==> src/rtl/pc_next_unit.sv <==
// Program-counter stage of the single-cycle RV32I core: holds the architectural PC and
// selects PC+4, the branch/JAL target or the JALR target, with misaligned-target trap and halt.
module pc_next_unit #(
   parameter logic [31:0] RESET_VECTOR = 32'h0000_0000,
   parameter logic [31:0] TRAP_VECTOR  = 32'h0000_0100
) (
   input  logic        clk,
   input  logic        rst_n,
   input  logic        stall,
   input  logic        branch_taken,
   input  logic        jalr,
   input  logic [31:0] imm,
   input  logic [31:0] rs1_data,
   input  logic        halt_req,
   output logic [31:0] pc,
   output logic [31:0] pc_plus4,
   output logic        instr_valid,
   output logic        mis_trap,
   output logic [31:0] mepc,
   output logic        halted
);

   typedef enum logic [1:0] {
      ST_RUN  = 2'd0,
      ST_TRAP = 2'd1,
      ST_HALT = 2'd2
   } state_t;

   state_t      state;
   logic [31:0] br_tgt;
   logic [31:0] jalr_tgt;
   logic [31:0] tgt;
   logic        redirect;
   logic        misaligned;

   // NOTE: every signal written in always_comb gets a default first so no latch is inferred.
   always_comb begin
      pc_plus4   = 32'h0;
      br_tgt     = 32'h0;
      jalr_tgt   = 32'h0;
      tgt        = 32'h0;
      redirect   = 1'b0;
      misaligned = 1'b0;

      pc_plus4   = pc + 32'd4;
      br_tgt     = pc + imm;
      jalr_tgt   = (rs1_data + imm) & 32'hFFFF_FFFE;
      tgt        = jalr ? jalr_tgt : br_tgt;
      redirect   = jalr | branch_taken;
      misaligned = redirect & (tgt[1:0] != 2'b00);
   end

   // Status flags are a pure decode of the state register, so they change only at clock edges.
   assign instr_valid = (state == ST_RUN);
   assign mis_trap    = (state == ST_TRAP);
   assign halted      = (state == ST_HALT);

   // NOTE: sequential state uses non-blocking assignments so all flops update from pre-edge values.
   always_ff @(posedge clk) begin
      if (!rst_n) begin
         state <= ST_RUN;
         pc    <= RESET_VECTOR;
         mepc  <= 32'h0;
      end else if (!stall) begin
         case (state)
            ST_RUN: begin
               if (misaligned) begin
                  // The bad target is never loaded; the faulting instruction's address is kept.
                  mepc  <= pc;
                  pc    <= TRAP_VECTOR;
                  state <= ST_TRAP;
               end else if (halt_req) begin
                  state <= ST_HALT;
               end else if (redirect) begin
                  pc <= tgt;
               end else begin
                  pc <= pc_plus4;
               end
            end
            // pc already holds TRAP_VECTOR; the handler's first instruction runs next in RUN.
            ST_TRAP: state <= ST_RUN;
            ST_HALT: state <= ST_HALT;
            default: state <= ST_RUN;
         endcase
      end
   end

endmodule

==> config.mk <==
export PLATFORM = sky130hd
export DESIGN_NAME = pc_next_unit
export DESIGN_NICKNAME = d
export VERILOG_FILES = /design/src/rtl/pc_next_unit.sv
export SDC_FILE = /design/constraint.sdc
export NUM_CORES = 1
export LEC_CHECK = 0
export BUFFER_PORTS_ARGS = -buffer_cell sky130_fd_sc_hd__buf_4
export CORE_MARGIN = 3
export CORE_UTILIZATION = 25
export CTS_CLUSTER_SIZE = 16
export DETAILED_ROUTE_END_ITERATION = 10
export GPL_TIMING_DRIVEN = 0
export SYNTH_ARGS = -nofsm -noshare
export SYNTH_HDL_FRONTEND = slang
export SYNTH_SLANG_ARGS = --single-unit
==> constraint.sdc <==
create_clock -name clk -period 3 [get_ports clk]
set_input_delay 0.6 -clock clk [delete_from_list [all_inputs] [get_ports clk]]
set_output_delay 0.6 -clock clk [all_outputs]
set_load 0.1 [all_outputs]
==> results of run 1 <==
[final cells by class]
cell class              instances  area share, %
clock buffers                   9           2.29
well taps                     372           4.73
multi-input cells             788           59.6
repair buffers                191           15.2
flip-flops and latches         66           14.3
inverters                      23          0.877
plain buffers                  44           2.03
clock inverters                 7          0.953
[stage by stage]
step / setup TNS, ns / utilization, % / hold slack [ns] / std cells
2_1_floorplan: -0.279 / - / 0.478 / 931
3_5_place_dp: -16.56 / 33.5 / 0.461 / 1469
6_report: 0 / 36.3 / 0.464 / 1500
4_1_cts: -0.0154 / 35.6 / 0.469 / 1497
5_1_grt: -0.00745 / 36.3 / 0.480 / 1500
3_3_place_gp: -14.93 / 33.5 / 0.453 / 1469
[final timing paths]
check | startpoint | end | slack (ns)
worst max-delay path | imm[4] | pc[25]$_SDFFE_PN0P_ | 0.09
worst min-delay path | mepc[25]$_SDFFE_PN0P_ | mepc[25]$_SDFFE_PN0P_ | 0.46
worst max register to register | pc[0]$_SDFFE_PN0P_ | pc[30]$_SDFFE_PN0P_ | 0.12
worst min register to register | mepc[25]$_SDFFE_PN0P_ | mepc[25]$_SDFFE_PN0P_ | 0.46
[cell usage in the layout (no fill, tap or decap), drive strengths merged, types with 7 or more instances in the layout]
cell type    n
nand2b       8
o21bai      12
inv         22
buf        200
a21oi       58
dfxtp       66
a211oi       8
and3        14
a22o         7
xor2        33
nand3       18
a21boi      39
nand4       16
and2         7
mux2i        7
o211ai       7
ha          62
xnor2       44
clkbuf      44
nor2b       11
o21ai       56
nand2      147
a31oi       12
nor3        18
a21o        44
nor2        64
[kinds of logic (layout without fill, tap and decap cells)]
logic type                 count (synthesis)  after routing  share of synthesized area, %
and+or+nand+nor                          332            332                          22.7
buffers and inverters                     77            274                          4.51
AOI/OAI and AO/OA                        307            307                          31.0
DFF                                       66             66                          19.1
xor gates and xnor gates                  77             77                          9.84
muxes                                      8              8                          1.17
adders and majority gates                 64             64                          11.8
[routing by layer]
layer	up-vias	GRT usage (%)
met5	-	0
met2	246	30.6
met3	23	2.54
met1	3567	24.9
li1	3782	-
met4	0	4.19
[state kept, by name, indices dropped and copies added, names as in the netlist]
name,cells
mepc,32
pc,32
state,2
[where the power goes]
part / total (mW) / internal [mW] / switching, mW
clock network: 1.14 / 0.725 / 0.417
registers: 0.963 / 0.900 / 0.0629
logic: 1.61 / 0.529 / 1.08
[tightest hold or removal path, delay by kind of cell, from the launching register on]
family | cells | cell delay (ns)
AND/OR/NAND/NOR | 1 | 0.05
AO/OA/AOI/OAI | 1 | 0.06
flip-flops | 1 | 0.31
[synth_stat cells, types with 7 or more instances]
cell type  instances
o21ai_0           48
xnor2_1           44
o21ai_1            8
a31oi_1           12
o21bai_1          12
a21boi_0          39
inv_1             22
nand2_1          147
nor3_1            16
clkbuf_1          43
o211ai_1           7
a22o_1             7
a21oi_1           55
and3_1            14
nand4_1           16
nand3_1           18
nor2b_1           11
a21o_1            44
xor2_1            32
nand2b_1           7
ha_1              62
mux2i_1            7
dfxtp_1           66
nor2_1            63
[timing repair]
action / 4_1_cts / 5_1_grt
setup buffers: 15 / 10
resized for setup: 33 / 34
setup endpoints to repair: 33 / 32
pin swaps: 5 / 11
==> key figures, run 1 <==
Floorplan
  – Core Region: 27100 sq um
  – DIE AREA: 29800 sq um
  – Die W: 173 um
  – Row cnt: 60
  – Top-Level Pins: 169
  – Die Y: 173 um
  – Initial Util: 25.6%

Synth
  – Post-synth EDFFs: 0
  – Synth cell types: 81
  – Top FF cell, synth: dfxtp_1
  – Post-Synthesis Cell Area: 6930 sq um
  – Average size of a mapped cell: 7.45 sq um
  – Yosys top cell area share: 19.1%
  – Synth top area cells: dfxtp_1 19%, ha_1 11%, nand2_1 8.0%
  – Ys async rst share: 0%
  – Syn Inst Count: 931
  – Synth Register Bits: 66
  – Yosys top cell by area: dfxtp_1
  – Number of warnings issued by yosys: 0
  – Post-synth net total: 1065
  – Sequential share of the synthesized area: 19.1%

STA
  – Final Hold Fails: 0
  – Final worst-path cycle share: 97.1%
  – Worst Clk Skew: 0.00597 ns
  – Final-report max-slew violation count: 0
  – Final setup vio count: 0
  – Max_slew headroom: 46.5%
  – Worst-Margin Slew: 0.802 ns
  – RSZ-0062 raised after global routing: true
  – Maximum clock frequency: 343 MHz
  – Post-layout minimum cycle time: 2.91 ns
  – Post-route setup slack: 0.0858 ns

Setup path
  – Buffer and inverter count on the worst path: 2
  – CP Data Required Time: 3.23 ns
  – Max FO, Critical Path: 4
  – Critical path cell sequence: buf_4, ha_1, a21o_1, a21oi_2, o21ai_1, a21o_1, a221o_1, a41oi_2, buf_4, xnor2_1, a21oi_1, a22o_1
  – Worst Setup Start Kind: primary input
  – Worst Setup End Kind: flip-flop
  – Crit path max-delay family: compound AO/OA/AOI/OAI gates
  – Critical path type: in2reg
  – R2r worst-path depth: 13
  – WP depth: 12
  – CP max stage delay: 0.43 ns
  – Arr. time, crit path: 3.14 ns
  – CP max-delay cell: a221o_1

Clocking
  – Total CTS buffers: 9
  – Worst-path clk slew: 0.06 ns
  – Maximum clock path buffer count: 2
  – CTS Root Cell: clkbuf_16
  – Num Clock Sinks: 66
  – Clock latency on the worst-skew pair: 0.34 ns
  – Htree depth: 3
  – CTS tree: yes
  – Cts hold-fix bufs: 0

Pwr
  – Total leakage power: 4.38 nW
  – Pwr Total: 3.72 mW
  – Worst VDD drop: 0.000261 V
  – Pwr Density: 378 nW/um^2

Drt
  – Via count: 7618
  – Initial DRC count: 646
  – Metal2 WL: 13400 um
  – Top layer in use: met4
  – Post-Route WL: 28400 um
  – DRT antenna net count: 0
  – DRT Pass-1 Iters: 6
  – DR WL/cell: 18.9 um
  – Metal3 WL: 1520 um
  – M1 WL: 13100 um
  – Final routed DRC violation total: 0
  – Vias per std cell: 5.08

Layout
  – Syn-to-layout area delta: 42.0%
  – Layout filler cell count: 2904
  – Multi-input logic area: 5870 sq um
  – Proportion of layout cells with a drive suffix above 1: 29.7%
  – Fin area: 9840 sq um
  – Reg area: 1400 sq um
  – # nets final: 1257
  – Diode count: 0

Global route
  – Congestion Overflow GR: 0
  – Overall Global Routing Usage: 18.3%
  – Number of global-route vias before repair: 7323
  – First-pass GRT wire length: 42800 um
  – Largest net degree at the start of global routing: 13
  – Initial antenna violation count: 0

Flow run
  – Max Cap Viol: 0

Hold path
  – Hold Path Cell Cnt: 2
  – Hold WC Path Type: reg2reg

Place
  – Post-place setup slack: -0.720 ns
  – Number of port buffers: 166
  – Cell Area, Placed: 9080 sq um
  – GPL Wtd Cong: 0.903
  – DP Wirelength: 23300 um

Outcome
  – Status: complete, no violations
Note: power is estimated with default switching activity, not from simulation.
==> run 2: changes to the inputs <==
--- a/config.mk
+++ b/config.mk
@@ -7,10 +7,11 @@
 export LEC_CHECK = 0
 export BUFFER_PORTS_ARGS = -buffer_cell sky130_fd_sc_hd__buf_4
 export CORE_MARGIN = 3
-export CORE_UTILIZATION = 25
+export CORE_UTILIZATION = 48
 export CTS_CLUSTER_SIZE = 16
 export DETAILED_ROUTE_END_ITERATION = 10
 export GPL_TIMING_DRIVEN = 0
+export PLACE_DENSITY = 0.76
 export SYNTH_ARGS = -nofsm -noshare
 export SYNTH_HDL_FRONTEND = slang
 export SYNTH_SLANG_ARGS = --single-unit
==> run 2 against run 1 <==
  * Register-to-register slack about the same
  * Critical path depth down 4
  * Die area down 47%
  * Clock skew up 0.0040 ns
  * Critical endpoint is now pc_plus4[30]
  * Via count up 3.4%
  * The flow now finishes with violations (negative setup slack)
  * Core utilization up 32 points
  * Count of clock-buffer cells in the layout unchanged
  * Global-route usage up 12 points
==> key figures, run 2 (synthesis gave the netlist of run 1 again) <==
Outcome
  – Status: finished, violations left (was complete, no violations)
  – Failing checks: negative setup slack

Pwr
  – Pwr Density: 387 nW/um^2 (was 378 nW/um^2)
  – Total leakage power: 4.35 nW (was 4.38 nW)
  – Worst VDD drop: 0.000282 V (was 0.000261 V)
  – Pwr Total: 3.71 mW (was 3.72 mW)

Setup path
  – R2r worst-path depth: 11 (was 13)
  – Arr. time, crit path: 2.45 ns (was 3.14 ns)
  – Critical path cell sequence: nand3_2, or3_4, nand2b_4, or2_1, buf_6, nor2_4, xor2_4, buf_12 (was buf_4, ha_1, a21o_1, a21oi_2, o21ai_1, a21o_1, a221o_1, a41oi_2, buf_4, xnor2_1, a21oi_1, a22o_1)
  – Max FO, Critical Path: 7 (was 4)
  – CP max stage delay: 0.43 ns (about the same)
  – Critical path type: reg2out (was in2reg)
  – CP max-delay cell: or3_4 (was a221o_1)
  – CP Data Required Time: 2.40 ns (was 3.23 ns)
  – Worst Setup Start Kind: flip-flop (was primary input)
  – Worst Setup End Kind: primary output (was flip-flop)

Hold path
  – Hold Path Cell Cnt: 2 (unchanged)
  – Hold WC Path Type: reg2reg (unchanged)

STA
  – Post-route setup slack: -0.0478 ns (was 0.0858 ns)
  – Worst-Margin Slew: 0.761 ns (was 0.802 ns)
  – Final worst-path cycle share: 102% (was 97.1%)
  – Final-report max-slew violation count: 0 (unchanged)
  – Post-layout minimum cycle time: 3.05 ns (was 2.91 ns)
  – Final setup vio count: 3 (was 0)
  – Final Hold Fails: 0 (unchanged)
  – Maximum clock frequency: 328 MHz (was 343 MHz)
  – RSZ-0062 raised after global routing: true (unchanged)
  – Max_slew headroom: 49.3% (was 46.5%)
  – Worst Clk Skew: 0.0100 ns (was 0.00597 ns)

Layout
  – Proportion of layout cells with a drive suffix above 1: 29.4% (was 29.7%)
  – Diode count: 0 (unchanged)
  – Most frequent cells in the layout: 181 x buf_4, 142 x nand2_1, 62 x ha_1, 56 x nor2_1, 53 x a21oi_1 (was 186 x buf_4, 141 x nand2_1, 62 x ha_1, 55 x nor2_1, 52 x a21oi_1)
  – # nets final: 1257 (unchanged)
  – Most common cell after layout, fill and taps aside: buf_4 (unchanged)
  – Non-Filler Instances: 1308 (was 1500)
  – Syn-to-layout area delta: 38.2% (was 42.0%)
  – Fin util: 68.5% (was 36.3%)
  – Largest regs: mepc (32), pc (32), state (2) (unchanged)
  – Layout filler cell count: 1214 (was 2904)

Clocking
  – Clock latency on the worst-skew pair: 0.34 ns (about the same)
  – Htree depth: 3 (unchanged)
  – Maximum clock path buffer count: 2 (unchanged)
  – Cts hold-fix bufs: 0 (unchanged)
  – Num Clock Sinks: 66 (unchanged)
  – CTS tree: yes (unchanged)
  – Total CTS buffers: 9 (unchanged)
  – CTS Root Cell: clkbuf_16 (unchanged)
  – Worst-path clk slew: 0.06 ns (about the same)

Global route
  – Initial antenna violation count: 0 (unchanged)
  – Number of global-route vias before repair: 7137 (was 7323)
  – Largest net degree at the start of global routing: 14 (was 13)
  – Overall Global Routing Usage: 30.7% (was 18.3%)
  – First-pass GRT wire length: 39000 um (was 42800 um)
  – Congestion Overflow GR: 0 (unchanged)

Drt
  – Via count: 7874 (was 7618)
  – DR WL/cell: 19.5 um (was 18.9 um)
  – Vias per std cell: 6.02 (was 5.08)
  – DRT Pass-1 Iters: 5 (was 6)
  – Initial DRC count: 607 (was 646)
  – DRT antenna net count: 0 (unchanged)
  – Final routed DRC violation total: 0 (unchanged)
  – Post-Route WL: 25600 um (was 28400 um)

Place
  – GPL Wtd Cong: 0.944 (was 0.903)
  – Placed cell count: 1277 (was 1469)
  – Number of port buffers: 166 (unchanged)
  – DP Wirelength: 20100 um (was 23300 um)

Floorplan
  – Initial Util: 49.6% (was 25.6%)
  – Row cnt: 43 (was 60)
  – DIE AREA: 15900 sq um (was 29800 sq um)
  – Die Y: 126 um (was 173 um)
  – Top-Level Pins: 169 (unchanged)
  – Die W: 126 um (was 173 um)
  – Core Region: 14000 sq um (was 27100 sq um)

Flow run
  – Max Cap Viol: 0 (unchanged)
run 2: cell types whose count changed in the layout (fill, tap and decap cells not counted), sizes merged:
cell / previous run / this run
buf: 200 / 195
clkbuf: 44 / 49
clkinv: 4 / 2
clkinvlp: 2 / 1
inv: 22 / 25
run 2: metal layers:
metal,share of wire [%],global-route usage (%),up-vias,routed length (um)
met3,9.6,5.94,48,2450
met1,44,44.0,3651,11300
met2,44,47.2,396,11300
met5,0,0,-,0
li1,-,-,3779,-
met4,2.2,8.20,0,571
run 2: worst paths after layout:
check	from	to	slack [ns]
setup / recovery	pc[18]$_SDFFE_PN0P_	pc_plus4[30]	-0.05
hold / removal	mepc[0]$_SDFFE_PN0P_	mepc[0]$_SDFFE_PN0P_	0.46
setup reg to reg	pc[0]$_SDFFE_PN0P_	pc[30]$_SDFFE_PN0P_	0.11
hold reg to reg	mepc[0]$_SDFFE_PN0P_	mepc[0]$_SDFFE_PN0P_	0.46
run 2: where the power goes:
| part | internal [mW] | total, mW | leakage, nW | switching (mW) |
|---|---|---|---|---|
| clock | 0.735 | 1.15 | 0.157 | 0.417 |
| combinational | 0.518 | 1.59 | 3.64 | 1.07 |
| sequential | 0.901 | 0.968 | 0.553 | 0.0675 |
| total | 2.15 | 3.71 | 4.35 | 1.55 |
run 2: through the flow:
stage	setup slack, ns	TNS [ns]	hold slack (ns)	cell area [sq um]
final	-0.0478	-0.0621	0.463	9580
after global routing	-0.102	-0.424	0.489	9580
after CTS	0.00171	0	0.467	9340
after detailed placement	-0.625	-12.81	0.460	8840
after global placement	-0.571	-10.22	0.451	8840
after floorplan	-0.101	-0.279	0.478	7370
run 2: final cells by class:
type                            count  area (sq um)  area share (%)
Sequential cell                    66          1400            14.6
Multi-Input combinational cell    788          5850            61.1
Clock inverter                      7           100            1.04
Tap cell                          180           225            2.35
Inverter                           23          86.3           0.901
Buffer                             49           231            2.42
Clock buffer                        9           225            2.35
Timing Repair Buffer              186          1460            15.2
run 2: critical path, delay by kind of cell (launching register included):
| kind | cells | cell delay, ns |
|---|---|---|
| DFF | 1 | 0.42 |
| xor gates and xnor gates | 1 | 0.22 |
| and+or+nand+nor | 5 | 1.09 |
| buffers and inverters | 2 | 0.36 |
run 2: repair_timing:
| action | CTS | global route |
|---|---|---|
| setup endpoints to repair | 30 | 31 |
| pin swaps | 3 | 5 |
| gates cloned | 0 | 0 |
| buffers inserted | 9 | 11 |
| gates resized for setup | 28 | 42 |
| endpoints found under the hold margin | 0 | 0 |
